File: config.mk
export PLATFORM = sky130hd
export DESIGN_NAME = pe_reg_write_arbiter
export DESIGN_NICKNAME = d
export VERILOG_FILES = /design/src/rtl/pe_pkg.sv /design/src/rtl/pe_reg_write_arbiter_rr_arbiter.sv /design/src/rtl/pe_reg_write_arbiter.sv
export SDC_FILE = /design/constraint.sdc
export NUM_CORES = 1
export LEC_CHECK = 0
export ABC_AREA = 1
export CORE_UTILIZATION = 40
export CTS_CLUSTER_DIAMETER = 60
export CTS_CLUSTER_SIZE = 14
export DETAILED_ROUTE_END_ITERATION = 10
export HOLD_SLACK_MARGIN = 0.05
export PLACE_DENSITY = 0.88
export REMOVE_ABC_BUFFERS = 1
export SETUP_SLACK_MARGIN = 0.2
export SLEW_MARGIN = 20
export SYNTH_ARGS = -nofsm -noshare
export SYNTH_HDL_FRONTEND = slang
export SYNTH_SLANG_ARGS = --single-unit
File: constraint.sdc
create_clock -name clock -period 6.3 [get_ports clock]
set_input_delay 1.575 -clock clock [delete_from_list [all_inputs] [get_ports clock]]
set_output_delay 1.575 -clock clock [all_outputs]
set_load 0.01 [all_outputs]
File: src/rtl/pe_pkg.sv
// Shared constants and types for the PE register-write arbiter.
package pe_pkg;

    localparam int unsigned PE_DATA_W       = 32;
    localparam int unsigned PE_MAX_NUM_REQ  = 8;
    localparam int unsigned PE_MAX_NUM_REGS = 16;
    localparam int unsigned PE_STALL_CNT_W  = 16;

    typedef logic [PE_STALL_CNT_W-1:0] stall_cnt_t;

endpackage

File: src/rtl/pe_reg_write_arbiter_rr_arbiter.sv
// Combinational round-robin arbiter: one-hot grant to the first requester at or after ptr.
module rr_arbiter #(
    parameter int unsigned NUM_REQ = 4
) (
    input  logic [NUM_REQ-1:0]         req,
    input  logic [$clog2(NUM_REQ)-1:0] ptr,
    output logic [NUM_REQ-1:0]         grant
);

    localparam int unsigned PW = $clog2(NUM_REQ);

    logic          found;
    logic [PW:0]   sum;
    logic [PW-1:0] idx;

    // Walk ptr, ptr+1, ... with wrap at NUM_REQ-1, taking the first request seen.
    always_comb begin
        grant = '0;
        found = 1'b0;
        sum   = '0;
        idx   = '0;
        for (int k = 0; k < NUM_REQ; k++) begin
            sum = {1'b0, ptr} + (PW+1)'(k);
            if (sum >= (PW+1)'(NUM_REQ)) begin
                sum = sum - (PW+1)'(NUM_REQ);
            end
            idx = sum[PW-1:0];
            if (!found && req[idx]) begin
                grant[idx] = 1'b1;
                found      = 1'b1;
            end
        end
    end

endmodule

File: src/rtl/pe_reg_write_arbiter.sv
// Round-robin write arbiter driving one-hot register load enables and shared write data.
// Optional per-requester stall counters are built when PE_WRARB_STALL_CNT_EN is defined.
module pe_reg_write_arbiter
    import pe_pkg::*;
#(
    parameter int unsigned NUM_REQ  = 4,
    parameter int unsigned NUM_REGS = 8,
    parameter int unsigned DATA_W   = PE_DATA_W
) (
    input  logic                                 clock,
    input  logic                                 reset,
    input  logic                                 stall,
    input  logic [NUM_REQ-1:0]                   req_valid,
    input  logic [NUM_REQ*$clog2(NUM_REGS)-1:0]  req_addr,
    input  logic [NUM_REQ*DATA_W-1:0]            req_data,
    output logic [NUM_REQ-1:0]                   req_ready,
    output logic [NUM_REGS-1:0]                  reg_en,
    output logic [DATA_W-1:0]                    reg_wdata,
    output logic                                 addr_err
`ifdef PE_WRARB_STALL_CNT_EN
    ,
    output logic [NUM_REQ*PE_STALL_CNT_W-1:0]    stall_cnt
`endif
);

    localparam int unsigned AW = $clog2(NUM_REGS);
    localparam int unsigned PW = $clog2(NUM_REQ);

    if (NUM_REQ < 2 || NUM_REQ > PE_MAX_NUM_REQ) begin : g_bad_num_req
        $error("NUM_REQ out of range");
    end
    if (NUM_REGS < 2 || NUM_REGS > PE_MAX_NUM_REGS) begin : g_bad_num_regs
        $error("NUM_REGS out of range");
    end

    logic [PW-1:0]      ptr;
    logic [PW-1:0]      ptr_nxt;
    logic [NUM_REQ-1:0] req_elig;
    logic [NUM_REQ-1:0] grant;
    logic               gnt_any;
    logic [PW-1:0]      gnt_idx;
    logic [AW-1:0]      sel_addr;
    logic [DATA_W-1:0]  sel_data;
    logic               addr_ok;

    // Stall and reset both suppress eligibility so no handshake can complete.
    assign req_elig = (stall || reset) ? '0 : req_valid;

    rr_arbiter #(
        .NUM_REQ (NUM_REQ)
    ) u_rr_arbiter (
        .req   (req_elig),
        .ptr   (ptr),
        .grant (grant)
    );

    assign req_ready = grant;
    assign gnt_any   = |grant;

    // Encode the one-hot grant and select the winning address and data.
    always_comb begin
        gnt_idx  = '0;
        sel_addr = '0;
        sel_data = '0;
        for (int i = 0; i < NUM_REQ; i++) begin
            if (grant[i]) begin
                gnt_idx  = PW'(i);
                sel_addr = req_addr[i*AW +: AW];
                sel_data = req_data[i*DATA_W +: DATA_W];
            end
        end
    end

    assign addr_ok = ({1'b0, sel_addr} < (AW+1)'(NUM_REGS));
    assign ptr_nxt = (gnt_idx == PW'(NUM_REQ-1)) ? '0 : gnt_idx + 1'b1;

    always_ff @(posedge clock or posedge reset) begin
        if (reset) begin
            ptr       <= '0;
            reg_en    <= '0;
            reg_wdata <= '0;
            addr_err  <= 1'b0;
        end else begin
            reg_en   <= '0;
            addr_err <= 1'b0;
            if (gnt_any) begin
                ptr       <= ptr_nxt;
                reg_wdata <= sel_data;
                if (addr_ok) begin
                    reg_en <= NUM_REGS'(1) << sel_addr;
                end else begin
                    addr_err <= 1'b1;
                end
            end
        end
    end

`ifdef PE_WRARB_STALL_CNT_EN
    stall_cnt_t cnt_q [NUM_REQ];

    // Count cycles a requester waits while valid; saturate rather than wrap.
    always_ff @(posedge clock or posedge reset) begin
        if (reset) begin
            for (int i = 0; i < NUM_REQ; i++) begin
                cnt_q[i] <= '0;
            end
        end else begin
            for (int i = 0; i < NUM_REQ; i++) begin
                if (req_valid[i] && !req_ready[i] && (cnt_q[i] != '1)) begin
                    cnt_q[i] <= cnt_q[i] + 1'b1;
                end
            end
        end
    end

    for (genvar g = 0; g < NUM_REQ; g++) begin : g_cnt_out
        assign stall_cnt[g*PE_STALL_CNT_W +: PE_STALL_CNT_W] = cnt_q[g];
    end
`endif

endmodule

==> results.sh, run 1 <==
export IMPL_coreArea_um2=6940
export IMPL_routed_via_density=5.12
export IMPL_syn_inst=418
export IMPL_die_h_um=87.6
export IMPL_synth_mux_area_share_pct=0
export IMPL_cts_tree="built"
export IMPL_critPathMaxFanout=8
export IMPL_synthToLayoutAreaGrowth_pct=68.7
export IMPL_fillers=537
export IMPL_synth_warnings=0
export IMPL_grt_pass1_vias=3409
export IMPL_antennaDiodeCount=0
export IMPL_io_buffers=190
export IMPL_dp_cells=684
export IMPL_drv_cap=0
export IMPL_antenna_found_initial=0
export IMPL_crit_path_end_kind="output pin"
export IMPL_cts_sinks=42
export IMPL_grt_use_met3_pct=5.56
export IMPL_grt_pass1_wl_mm=16.1
export IMPL_grt_use_total_pct=27.1
export IMPL_top_level_ports=192
export IMPL_finalNonFillerCells=692
export IMPL_yosys_top_cells_area="dfrtp_1 (36%), nand2_1 (22%), nand3_1 (6.1%), a21oi_1 (6.0%), and3_1 (4.9%)"
export IMPL_fmax_mhz=190
export IMPL_clkTransAtPathRegs_ps=90
export IMPL_numCtsBuffers=5
export IMPL_dieArea_um2=7670
export IMPL_synth_top_area_share_pct=35.9
export IMPL_synth_avg_cell_area_um2=7.01
export IMPL_clock_path_buffers=2
export IMPL_nets=748
export IMPL_die_x_um=87.6
export IMPL_status="completed"
export IMPL_grt_overflow_total=0
export IMPL_drc=0
export IMPL_maxSlewViolCount=0
export IMPL_crit_start="reset"
export IMPL_cts_root_buf="clkbuf_8"
export IMPL_synth_top_family_by_area="simple AND/OR/NAND/NOR gates"
export IMPL_grt_max_degree=43
export IMPL_fin_crit_ps=5260
export IMPL_yosys_area_share_simple_pct=41.0
export IMPL_final_common_cell="clkdlybuf4s50_1"
export IMPL_worst_skew_pair_late_latency_ps=290
export IMPL_synth_largest_area_cell="dfrtp_1"
export IMPL_rsz0062_at_grt="no"
export IMPL_setup_violations_final=0
export IMPL_synth_fa_ha_area_share_pct=2.56
export IMPL_grt_use_met1_pct=30.1
export IMPL_p_leak_nw=2.35
export IMPL_required_ps=4720
export IMPL_tns_ps=0
export IMPL_synth_lib_cells_used_distinct=29
export IMPL_cellPowerDensity_nw_per_um2=556
export IMPL_post_cts_resized=0
export IMPL_row_count=30
export IMPL_start_kind="input pin"
export IMPL_slew_headroom_pct=40.9
export IMPL_place_hpwl_mm=7.91
export IMPL_synth_seq_cells=42
export IMPL_use_met2_pct=50.8
export IMPL_top_usage_layer="met2"
export IMPL_worstHoldStart="reg_wdata[24]$_DFFE_PP0P_"
export IMPL_hp_class="flop to flop"
export IMPL_clock_skew_ps=7.69
export IMPL_drt_iter0_markers=154
export IMPL_place_congestion=0.920
export IMPL_netlist_area_um2=2930
export IMPL_crit_reg2reg_launch="ptr[0]$_DFFE_PP0P_"
export IMPL_drt_total_wl_mm=10.7
export IMPL_final_cell_mix="clkdlybuf4s50_1 (190), nand2_1 (172), dfrtp_1 (42)"
export IMPL_worstSetupPathType="input pin to output pin"
export IMPL_post_cts_setup_buffer_count=0
export IMPL_dr_pass1_iters=4
export IMPL_avgRoutedWirePerCell_um=15.4
export IMPL_synth_xor_area_share_pct=0
export IMPL_synth_compound_area_share_pct=13.7
export IMPL_postCtsHoldBufs=0
export IMPL_ant_nets=0
export IMPL_initial_core_util_pct=42.2
export IMPL_peakVddDrop_mv=0.336
export IMPL_hold_slack_ps=482
export IMPL_htreeDepth=2
export IMPL_drive_above_1_share_pct=5.54
export IMPL_tightest_slew_ps=886
export IMPL_hold_viol_final=0
export IMPL_ys_seq_area_share_pct=35.9
export IMPL_post_route_period_util_pct=83.4
export IMPL_vias=3542
export IMPL_cp_arrival_ps=3680
==> area by class of cell <==
cell class / instances / area (um^2) / area share, %
clock buffer: 7 / 86.3 / 1.75
sequential: 42 / 1050 / 21.3
multi-input combinational: 334 / 1680 / 34.0
timing repair buffer: 194 / 1930 / 39.1
clock inverter: 1 / 5.00 / 0.101
tap: 96 / 120 / 2.43
inverter: 18 / 67.6 / 1.37
==> sequential cells by signal (all words and copies together) (netlist names) <==
name       count
reg_en         8
reg_wdata     32
ptr            2
==> worst max-delay path, cell delays in order <==
cell             delay, ps
clkdlybuf4s50_1        470
nor2_4                 230
nand3_1                150
nand3_1                120
nand2_1                 70
nor2_2                 180
nand3_1                150
nand3_4                170
clkdlybuf4s50_1        560
==> cells by family (layout without fill, tap and decap cells) <==
logic type                 count (synthesis)  in the layout
adders and majority gates                  6              6
other                                      1              1
buffers and inverters                     42            220
DFF                                       42             42
AOI/OAI and AO/OA                         69             69
and+or+nand+nor                          258            258
==> power by group <==
group | internal, W | total, W | switching [W]
logic | 0.000832 | 0.00209 | 0.00126
registers | 0.000415 | 0.000484 | 0.0000697
clock network | 0.0000886 | 0.000179 | 0.0000906
==> cell usage after synthesis <==
master,count
clkbuf_1,5
buf_6,1
nand3_4,2
buf_2,13
nand2_1,172
conb_1,1
ha_1,6
nor2_2,1
nand2_4,1
a211oi_1,1
a311oi_1,1
inv_1,14
nand3_1,36
inv_2,4
o22ai_1,23
or2_2,1
nor2_8,1
o21a_1,9
buf_1,1
nand3_2,5
buf_4,4
a21oi_1,35
and3_1,23
nand2_2,2
nor3_4,1
nor2_1,9
dfrtp_1,42
nor2_4,3
or2_0,1
==> path summary, 6_finish.rpt <==
kind | cells past startpoint | end | slack (ps)
min in group asynchronous | 2 | reg_wdata[13]$_DFFE_PP0P_ | 1860
min reg2reg | 2 | reg_wdata[24]$_DFFE_PP0P_ | 480
max in group asynchronous | 2 | reg_en[0]$_DFF_PP0_ | 3870
max | 9 | req_ready[1] | 1040
max reg2reg | 15 | reg_wdata[5]$_DFFE_PP0P_ | 2480
min | 2 | reg_wdata[24]$_DFFE_PP0P_ | 480
==> metal layers <==
layer / vias up / wire length [um]
met3: 16 / 733
met2: 165 / 5750
met1: 1623 / 4030
li1: 1738 / -
met5: - / 0
met4: 0 / 173
==> metrics by stage <==
stage / util, % / power, W / area (um^2) / setup WS [ps]
after floorplan: - / 0.00179 / 2800 / 2000
after global placement: 69.9 / 0.00251 / 4850 / 1140
after detailed placement: 69.9 / 0.00258 / 4850 / 1070
after CTS: 71.2 / 0.00277 / 4940 / 1060
after global routing: 71.2 / 0.00302 / 4940 / 928
final: 71.2 / 0.00275 / 4940 / 1040
No activity file was read; power rests on OpenSTA's default activity.
==> inputs of run 2 (changes only) <==
Settings changed: CORE_UTILIZATION 40 to 33, PLACE_DENSITY 0.88 to 0.78.
Clock period 6.3 ns to 4.3 ns, I/O delays scaled along.
==> run 2 against run 1 <==
Count of clock-buffer cells in the layout shrank 1. Hold slack better by 0.79 ps. Critical endpoint is now req_ready[0]. Clock power grew 55%. Die area grew 21%. First-iteration DRC count decreased by 19%. Cell count up 2.5%. Largest cell class unchanged. Sequential share of layout area decreased by 0.44 points. Core utilization is 13 points lower. Sequential power grew 46%. Global-route usage fell by 4.8 points. Non-clock buffer count up 5.
==> results.sh, run 2 (same netlist as run 1, synthesis figures left out) <==
export IMPL_place_hpwl_mm=8.14
export IMPL_rsz0062_at_grt="yes"
export IMPL_cts_root_buf="clkbuf_8"
export IMPL_synthToLayoutAreaGrowth_pct=72.3
export IMPL_drive_above_1_share_pct=7.82
export IMPL_hp_class="flop to flop"
export IMPL_grt_overflow_total=0
export IMPL_die_x_um=96.2
export IMPL_worstSetupPathType="input pin to output pin"
export IMPL_drt_iter0_markers=124
export IMPL_crit_path_end_kind="output pin"
export IMPL_cp_arrival_ps=2880
export IMPL_required_ps=3220
export IMPL_tightest_slew_ps=876
export IMPL_fmax_mhz=253
export IMPL_dieArea_um2=9260
export IMPL_antennaDiodeCount=0
export IMPL_post_route_period_util_pct=92.0
export IMPL_slew_headroom_pct=41.5
export IMPL_vias=3600
export IMPL_top_regs="reg_wdata x32, reg_en x8, ptr x2"
export IMPL_setup_violations_final=0
export IMPL_clock_skew_ps=21.5
export IMPL_io_buffers=190
export IMPL_final_common_cell="clkdlybuf4s50_1"
export IMPL_finalNonFillerCells=709
export IMPL_cellPowerDensity_nw_per_um2=819
export IMPL_hold_viol_final=0
export IMPL_place_congestion=0.913
export IMPL_grt_pass1_vias=3272
export IMPL_grt_pass1_wl_mm=15.5
export IMPL_post_cts_setup_buffer_count=0
export IMPL_dp_cells=701
export IMPL_htreeDepth=2
export IMPL_drt_total_wl_mm=11.0
export IMPL_die_h_um=96.2
export IMPL_postCtsHoldBufs=0
export IMPL_critPathMaxFanout=8
export IMPL_status="completed"
export IMPL_top_register="reg_wdata"
export IMPL_avgRoutedWirePerCell_um=15.5
export IMPL_ant_nets=0
export IMPL_antenna_found_initial=0
export IMPL_drv_cap=0
export IMPL_top_level_ports=192
export IMPL_maxSlewViolCount=0
export IMPL_drc=0
export IMPL_fin_crit_ps=3960
export IMPL_fin_ws_ps=343
export IMPL_largest_register_ffs=32
export IMPL_peakVddDrop_mv=0.440
export IMPL_row_count=34
export IMPL_grt_use_total_pct=22.3
export IMPL_nets=753
export IMPL_routed_via_density=5.08
export IMPL_dr_pass1_iters=4
export IMPL_clock_path_buffers=2
export IMPL_numCtsBuffers=5
export IMPL_p_leak_nw=2.41
export IMPL_final_cell_mix="clkdlybuf4s50_1 (186), nand2_1 (172), dfrtp_1 (42)"
export IMPL_tns_ps=0
export IMPL_initial_core_util_pct=33.8
export IMPL_coreArea_um2=8680
export IMPL_worst_skew_pair_late_latency_ps=300
export IMPL_pre_cts_ws_ps=97.0
export IMPL_grt_max_degree=43
export IMPL_cts_sinks=42
export IMPL_hold_slack_ps=483
export IMPL_utilization_pct=58.2
export IMPL_start_kind="input pin"
export IMPL_cts_tree="built"
export IMPL_clkTransAtPathRegs_ps=80
[run 2: changes by cell type in the layout (fill, tap and decap cells not counted), sizes merged]
cell           before  now
clkbuf              7    6
clkdlybuf4s50     190  186
buf                 4    9
dlymetal6s2s        0    1
dlygate4sd2         0    3
clkinvlp            0    1
[run 2: critical path, stage by stage]
cell	delay [ps]
clkdlybuf4s50_1	470
nor2_4	290
nand3_2	140
nand2_1	110
nand2_1	90
nand2_4	130
nand2_1	70
nand2_1	70
inv_1	40
nand3_1	80
dlygate4sd2_1	330
[run 2: worst paths after layout]
kind	end	cells after the start	from	slack, ps
min in group asynchronous	ptr[0]$_DFFE_PP0P_	2	reset	1330
max in group asynchronous	reg_en[7]$_DFF_PP0_	2	reset	2380
min reg2reg	reg_wdata[3]$_DFFE_PP0P_	2	reg_wdata[3]$_DFFE_PP0P_	480
min	reg_wdata[3]$_DFFE_PP0P_	2	reg_wdata[3]$_DFFE_PP0P_	480
max	req_ready[0]	11	reset	340
max reg2reg	reg_wdata[27]$_DFFE_PP0P_	15	ptr[0]$_DFFE_PP0P_	1020
[run 2: metal layers]
metal	GRT usage, %	wire length, um	vias to the layer above
li1	-	-	1744
met5	0	0	-
met1	24.0	4230	1655
met2	41.6	5520	177
met4	8.46	265	0
met3	5.61	937	24
[run 2: through the flow]
| step | cell area (um^2) | power, W |
|---|---|---|
| finish | 5050 | 0.00414 |
| global route | 5050 | 0.00452 |
| CTS | 5010 | 0.00416 |
| detailed placement | 4910 | 0.00387 |
| global placement | 4910 | 0.00378 |
| floorplan | 2800 | 0.00262 |
[run 2: timing repair]
| action | 4_1_cts | 5_1_grt |
|---|---|---|
| endpoints found under the setup margin | 4 | 1 |
| resized for setup | 6 | 8 |
| pin swaps | 1 | 1 |
[run 2: final cells by class]
cell class | instances | area, um^2
clock buffers | 6 | 82.6
fillers | 800 | 3630
flip-flops and latches | 42 | 1050
repair buffers | 199 | 1970
multi-input cells | 334 | 1730
well taps | 108 | 135
inverters | 18 | 67.6
clock inverters | 2 | 12.5
[run 2: where the power goes]
group | switching, W | total [W] | internal (W)
logic | 0.00188 | 0.00315 | 0.00127
clock network | 0.000147 | 0.000277 | 0.000129
registers | 0.000102 | 0.000709 | 0.000607
